[src/rtl/din_pkg.sv]
// -----------------------------------------------------------------------------
// din_pkg
// Shared types and helpers for the din_source transmitter.
//   din_src_state_t    : beat scheduler states (IDLE, SEND, GAP)
//   DIN_DWIDTH_DEFAULT : default din_data width
//   din_level_w()      : width of a FIFO occupancy count for a given depth
// -----------------------------------------------------------------------------
package din_pkg;

    typedef enum logic [1:0] {
        IDLE = 2'd0,
        SEND = 2'd1,
        GAP  = 2'd2
    } din_src_state_t;

    localparam int DIN_DWIDTH_DEFAULT = 16;

    // An occupancy count must represent 0..DEPTH inclusive.
    function automatic int din_level_w(input int depth);
        return $clog2(depth) + 1;
    endfunction

endpackage

[src/rtl/din_source_if.sv]
// -----------------------------------------------------------------------------
// din_source_if
// Bundles the upstream ready/valid word stream and the downstream valid-only
// din beat stream handled by din_source.
//   src_valid/src_data/src_ready : upstream producer handshake
//   din_valid/din_data           : transmitted beats (no backpressure)
// Modports:
//   master : the din_source side (accepts src words, drives din beats)
//   slave  : the environment side (produces src words, observes din beats)
// -----------------------------------------------------------------------------
interface din_source_if
    import din_pkg::*;
#(
    parameter int DWIDTH = DIN_DWIDTH_DEFAULT
);

    logic              src_valid;
    logic              src_ready;
    logic [DWIDTH-1:0] src_data;
    logic              din_valid;
    logic [DWIDTH-1:0] din_data;

    modport master (
        input  src_valid,
        input  src_data,
        output src_ready,
        output din_valid,
        output din_data
    );

    modport slave (
        output src_valid,
        output src_data,
        input  src_ready,
        input  din_valid,
        input  din_data
    );

endinterface

[src/rtl/din_src_fifo.sv]
// -----------------------------------------------------------------------------
// din_src_fifo
// Single-clock FIFO buffering upstream words for din_source.
// Ports:
//   clk, rst_n : clock (rising edge), asynchronous active-low reset
//   push/wdata : write request and word; ignored while full
//   pop        : read request; ignored while empty
//   rdata      : head word, valid combinationally whenever !empty
//   full/empty : occupancy flags decoded from the registered level
//   level      : words currently stored (0..DEPTH)
// DEPTH must be a power of two so the pointers wrap naturally.
// -----------------------------------------------------------------------------
module din_src_fifo
    import din_pkg::*;
#(
    parameter  int DWIDTH = DIN_DWIDTH_DEFAULT,
    parameter  int DEPTH  = 8,
    localparam int LW     = din_level_w(DEPTH),
    localparam int AW     = $clog2(DEPTH)
) (
    input  logic              clk,
    input  logic              rst_n,
    input  logic              push,
    input  logic [DWIDTH-1:0] wdata,
    input  logic              pop,
    output logic [DWIDTH-1:0] rdata,
    output logic              full,
    output logic              empty,
    output logic [LW-1:0]     level
);

    logic [DWIDTH-1:0] mem [DEPTH];
    logic [AW-1:0]     wr_ptr;
    logic [AW-1:0]     rd_ptr;
    logic              do_push;
    logic              do_pop;

    assign full    = (level == LW'(DEPTH));
    assign empty   = (level == '0);
    assign do_push = push & ~full;
    assign do_pop  = pop & ~empty;
    assign rdata   = mem[rd_ptr];

    // Storage needs no reset: only words below the level are ever read.
    always_ff @(posedge clk) begin
        if (do_push) begin
            mem[wr_ptr] <= wdata;
        end
    end

    always_ff @(posedge clk or negedge rst_n) begin
        if (!rst_n) begin
            wr_ptr <= '0;
            rd_ptr <= '0;
            level  <= '0;
        end else begin
            if (do_push) begin
                wr_ptr <= wr_ptr + AW'(1);
            end
            if (do_pop) begin
                rd_ptr <= rd_ptr + AW'(1);
            end
            case ({do_push, do_pop})
                2'b10:   level <= level + LW'(1);
                2'b01:   level <= level - LW'(1);
                default: level <= level;
            endcase
        end
    end

endmodule

[src/rtl/din_source.sv]
// -----------------------------------------------------------------------------
// din_source
// Transmitting end of the valid-only din interface. Words from an upstream
// ready/valid producer are buffered in a small FIFO and emitted one per beat,
// with at least gap_cfg idle cycles between consecutive beats.
// Ports:
//   clk, rst_n   : clock (rising edge), asynchronous active-low reset
//   enable       : allows new beats to start
//   gap_cfg      : minimum idle cycles between beats, sampled on each beat
//   bus (master) : src_valid/src_data/src_ready in, din_valid/din_data out
//   fifo_level   : words currently buffered
//   overflow_err : sticky, set when src_valid arrives while src_ready is low
//   tx_count     : beats emitted, wrapping 32-bit (only with DIN_SOURCE_CNT_EN)
// Build option:
//   DIN_SOURCE_CNT_EN : adds the tx_count output and its counter.
// -----------------------------------------------------------------------------
module din_source
    import din_pkg::*;
#(
    parameter  int DWIDTH = DIN_DWIDTH_DEFAULT,
    parameter  int DEPTH  = 8,
    parameter  int GWIDTH = 8,
    localparam int LW     = din_level_w(DEPTH)
) (
    input  logic              clk,
    input  logic              rst_n,
    input  logic              enable,
    input  logic [GWIDTH-1:0] gap_cfg,
    din_source_if.master      bus,
    output logic [LW-1:0]     fifo_level,
    output logic              overflow_err
`ifdef DIN_SOURCE_CNT_EN
    ,
    output logic [31:0]       tx_count
`endif
);

    din_src_state_t    state;
    din_src_state_t    next_state;
    logic [GWIDTH-1:0] gap_cnt;
    logic              push;
    logic              pop;
    logic              full;
    logic              empty;
    logic [DWIDTH-1:0] head;
    logic              beat_valid;
    logic [DWIDTH-1:0] beat_data;
    logic              can_send;

    // Ready comes from the registered level only, so a pop in the same cycle
    // never lets a word push through a full FIFO.
    assign bus.src_ready = ~full;
    assign push          = bus.src_valid & ~full;
    assign can_send      = enable & ~empty;

    din_src_fifo #(
        .DWIDTH (DWIDTH),
        .DEPTH  (DEPTH)
    ) u_fifo (
        .clk   (clk),
        .rst_n (rst_n),
        .push  (push),
        .wdata (bus.src_data),
        .pop   (pop),
        .rdata (head),
        .full  (full),
        .empty (empty),
        .level (fifo_level)
    );

    always_comb begin
        next_state = state;
        case (state)
            IDLE: begin
                if (can_send) begin
                    next_state = SEND;
                end
            end
            SEND: begin
                if (gap_cfg != '0) begin
                    next_state = GAP;
                end else if (can_send) begin
                    next_state = SEND;
                end else begin
                    next_state = IDLE;
                end
            end
            GAP: begin
                // Zero is never loaded, but treat it as the last gap cycle
                // so the FSM cannot stall if it ever appears.
                if (gap_cnt <= GWIDTH'(1)) begin
                    next_state = can_send ? SEND : IDLE;
                end
            end
            default: begin
                next_state = IDLE;
            end
        endcase
    end

    // Every entry into SEND (including SEND->SEND) consumes one word; every
    // such path already requires a non-empty FIFO.
    assign pop = (next_state == SEND);

    always_ff @(posedge clk or negedge rst_n) begin
        if (!rst_n) begin
            state        <= IDLE;
            gap_cnt      <= '0;
            beat_valid   <= 1'b0;
            beat_data    <= '0;
            overflow_err <= 1'b0;
        end else begin
            state <= next_state;
            if (state == SEND && next_state == GAP) begin
                gap_cnt <= gap_cfg;
            end else if (state == GAP) begin
                gap_cnt <= gap_cnt - GWIDTH'(1);
            end
            beat_valid <= pop;
            // din_data holds the last beat while idle.
            if (pop) begin
                beat_data <= head;
            end
            if (bus.src_valid && full) begin
                overflow_err <= 1'b1;
            end
        end
    end

    assign bus.din_valid = beat_valid;
    assign bus.din_data  = beat_data;

`ifdef DIN_SOURCE_CNT_EN
    always_ff @(posedge clk or negedge rst_n) begin
        if (!rst_n) begin
            tx_count <= '0;
        end else if (beat_valid) begin
            tx_count <= tx_count + 32'd1;
        end
    end
`endif

endmodule

[src/flat_wrapper.sv]
// flat-port wrapper written by rule: the top's interface ports become plain ports
module din_source_flat import din_pkg::*;
#(
    parameter  int DWIDTH = DIN_DWIDTH_DEFAULT,
    parameter  int DEPTH  = 8,
    parameter  int GWIDTH = 8,
    localparam int LW     = din_level_w(DEPTH)
)
  (clk, rst_n, enable, gap_cfg, fifo_level, overflow_err, bus_src_valid, bus_src_data, bus_src_ready, bus_din_valid, bus_din_data);
  din_source_if #(.DWIDTH(DWIDTH)) bus_i ();
  input  logic clk;
  input  logic rst_n;
  input  logic enable;
  input  logic [GWIDTH-1:0] gap_cfg;
  output logic [LW-1:0] fifo_level;
  output logic overflow_err;
  input wire logic [$bits(bus_i.src_valid)-1:0] bus_src_valid;
  input wire logic [$bits(bus_i.src_data)-1:0] bus_src_data;
  output wire logic [$bits(bus_i.src_ready)-1:0] bus_src_ready;
  output wire logic [$bits(bus_i.din_valid)-1:0] bus_din_valid;
  output wire logic [$bits(bus_i.din_data)-1:0] bus_din_data;
  assign bus_i.src_valid = bus_src_valid;
  assign bus_i.src_data = bus_src_data;
  assign bus_src_ready = bus_i.src_ready;
  assign bus_din_valid = bus_i.din_valid;
  assign bus_din_data = bus_i.din_data;
  din_source #(.DWIDTH(DWIDTH), .DEPTH(DEPTH), .GWIDTH(GWIDTH)) u_core (.clk(clk), .rst_n(rst_n), .enable(enable), .gap_cfg(gap_cfg), .bus(bus_i), .fifo_level(fifo_level), .overflow_err(overflow_err));
endmodule
[config.mk]
export PLATFORM = sky130hd
export DESIGN_NAME = din_source_flat
export DESIGN_NICKNAME = d
export VERILOG_FILES = /design/src/rtl/din_pkg.sv /design/src/rtl/din_source_if.sv /design/src/rtl/din_src_fifo.sv /design/src/rtl/din_source.sv /design/src/flat_wrapper.sv
export SDC_FILE = /design/constraint.sdc
export NUM_CORES = 1
export LEC_CHECK = 0
export CORE_UTILIZATION = 50
export CTS_CLUSTER_DIAMETER = 80
export DETAILED_ROUTE_END_ITERATION = 10
export GPL_TIMING_DRIVEN = 0
export PLACE_DENSITY = 0.7
export SETUP_SLACK_MARGIN = 0.3
export SYNTH_ARGS = -nofsm -noshare
export SYNTH_HDL_FRONTEND = slang
export SYNTH_SLANG_ARGS = --single-unit
export TNS_END_PERCENT = 30
[constraint.sdc]
create_clock -name clk -period 4.1 [get_ports clk]
set_clock_uncertainty 0.2 [all_clocks]
set_input_delay 0.41 -clock clk [delete_from_list [all_inputs] [get_ports clk]]
set_output_delay 0.41 -clock clk [all_outputs]
set_load 0.005 [all_outputs]
==> impl_metrics.ini <==
[status]
status = finished clean

[logic_synthesis]
synth_cell_types = 47
synth_area_leaders = edfxtp_1 57%, dfrtp_1 14%, mux4_2 11%
synth_edf_count = 128
avgSynthCellArea_sq_um = 19.3
netlist_instances = 349
yosys.area.top_type = edfxtp_1
synth_commonest_cells = 128 x edfxtp_1, 38 x dfrtp_1, 32 x mux4_2
yosysMostFrequentCell = edfxtp_1
synth_top_area_frac = 0.571
ys.flop_type = edfxtp_1
yosys_warnings = 0
ys_seq_elements = 166
yosysSeqAreaShare = 0.712
synth-async-reset-ratio = 0.229
syn-num-nets = 385
synth_area_sq_mm = 0.00673

[clocking]
numCtsBuffers = 17
worstSkewPairLatency_ns = 0.43
htree_levels = 4
clk_pin_slew_ns = 0.07
cts_tree = yes
root_buffer = clkbuf_16
cts.sinks = 166
cts_buffer_depth = 2
cts_resized = 0

[floorplanning]
die_h_um = 118
initial_core_util = 0.510
die_x_um = 118
ios = 51
core_area_sq_mm = 0.0132
die-area_sq_mm = 0.0139
rows = 42

[critical_path]
cp-end-kind = flip-flop
r2r-start = u_core.gap_cnt[0]
startpoint = gap_cfg[0]
r2r-end = u_core.u_fifo.level[3]
r2r_cells = 13
regToRegSetupSlack_ns = 0.94
critical_path.startpoint_type = input port
path_class = in2reg
required_ns = 4.25
cp.arrival_ns = 3.32
crit_end = u_core.u_fifo.level[3]
critPathMaxFanout = 10

[timing]
finalSetupViolations = 0
setup_slack_ns = 0.929
slew_headroom = 0.418
clock.fmax_mhz = 315
worst_pin_slew_ns = 0.873
hold_ws_ns = 0.267
period_share = 0.773
grt_setup_unrepaired = false
hold_viol_final = 0
report.final.slew_viol_count = 0
min_period_ns = 3.17
tns_ns = 0

[worst_hold_path]
worstHoldPathType = in2async

[global_route]
grt_pass1_wl_um = 19900
grt_max_degree = 24
overflow = 0
track_usage = 0.199
grt_pass1_vias = 3512
antenna_found_initial = 0

[routing]
ant_nets = 0
wirelength_um = 12400
drc = 0
via_per_inst = 5.56
wl_per_cell_um = 20.2
first_pass_iters = 4
drt-initial-drc-count = 234
num_vias = 3431

[cells_and_area]
area_growth_pct = 22.7
nNetsFinal = 464
drive_gt1_frac = 0.281
antennaDiodeCount = 0
final_area_sq_mm = 0.00826
utilization = 0.626

[placement]
io_buffer_count = 50
dp_hpwl_um = 8180
gp_congestion = 0.816
placedInstanceArea_sq_mm = 0.00766
dp_slack_ns = 0.506

[pwr]
ir_drop_uv = 385
p_leak_nw = 3.01
power_density_mw_per_mm2 = 515

[flow_run]
drv_cap = 0
==> worst min-delay path by stage <==
stage	startpoint	endpoint	cells past startpoint
floorplan	rst_n	u_core.bus.din_data[0]	0
global placement	u_core.overflow_err	u_core.overflow_err	1
detailed placement	rst_n	u_core.gap_cnt[2]	1
CTS	rst_n	u_core.bus.din_data[8]	2
global route	rst_n	u_core.bus.din_data[8]	2
finish	rst_n	u_core.gap_cnt[2]	2
==> cell usage in the layout (no fill, tap or decap), drive strengths merged, types with 7 or more instances in the layout <==
master / instances
clkdlybuf4s50: 49
nand2: 13
buf: 18
ha: 7
edfxtp: 128
clkbuf: 24
nor2: 12
dfrtp: 38
inv: 18
mux4: 32
mux2: 33
==> cell families (layout without fill, tap and decap cells) <==
logic type                 Yosys count  count (layout)  synth area share
muxes                               67              67             0.174
buffers and inverters               26             118            0.0188
adders and majority gates            8               8            0.0160
AOI/OAI and AO/OA                   23              23            0.0290
DFF                                166             166             0.712
and+or+nand+nor                     52              52            0.0405
xor gates and xnor gates             7               7           0.00911
==> registers in the layout (all words and copies together) (netlist names) <==
signal,count
u_core.u_fifo.mem,128
u_core.u_fifo.level,4
u_core.u_fifo.rd_ptr,3
u_core.bus.din_data,16
u_core.u_fifo.wr_ptr,3
u_core.overflow_err,1
u_core.state,2
u_core.gap_cnt,8
u_core.bus.din_valid,1
==> final cells by class <==
cell class,instances,area [sq um]
Fill cell,910,4930
Clock inverter,15,166
Multi-Input combinational cell,157,1830
Buffer,15,85.1
Clock buffer,17,425
Timing Repair Buffer,60,692
Sequential cell,166,4790
Inverter,11,41.3
Tap cell,176,220
==> power breakdown <==
part,total [mW],internal (mW),switching (mW)
registers,2.13,2.05,0.0881
logic,0.536,0.260,0.276
clock network,1.59,0.913,0.675
==> worst max-delay path, cell delays in order <==
cell and delay [ns]:
clkdlybuf4s50_1 0.44, or4_1 0.56, o21ai_1 0.25, nand3_2 0.16, buf_6 0.21, inv_1 0.07
ha_1 0.21, ha_1 0.25, a21o_1 0.17, a21oi_1 0.17, mux2i_1 0.27, xnor2_1 0.15
==> stage by stage <==
step / total power [mW] / instances
3_5_place_dp: 2.71 / 584
3_3_place_gp: 2.60 / 575
2_1_floorplan: 2.40 / 349
6_report: 4.26 / 617
4_1_cts: 4.30 / 617
5_1_grt: 4.42 / 617
==> metal layers <==
| metal | GRT usage | wire length [um] | vias to the layer above |
|---|---|---|---|
| met3 | 0.0528 | 645 | 16 |
| met5 | 0 | 0 | - |
| met2 | 0.307 | 6060 | 98 |
| met4 | 0.0689 | 161 | 0 |
| li1 | - | - | 1551 |
| met1 | 0.274 | 5590 | 1766 |
==> what timing repair did <==
action / CTS / global route
setup buffers: 0 / 0
hold buffers: 1 / 0
endpoints found under the hold margin: 15 / 0
No activity file was read; power rests on OpenSTA's default activity.
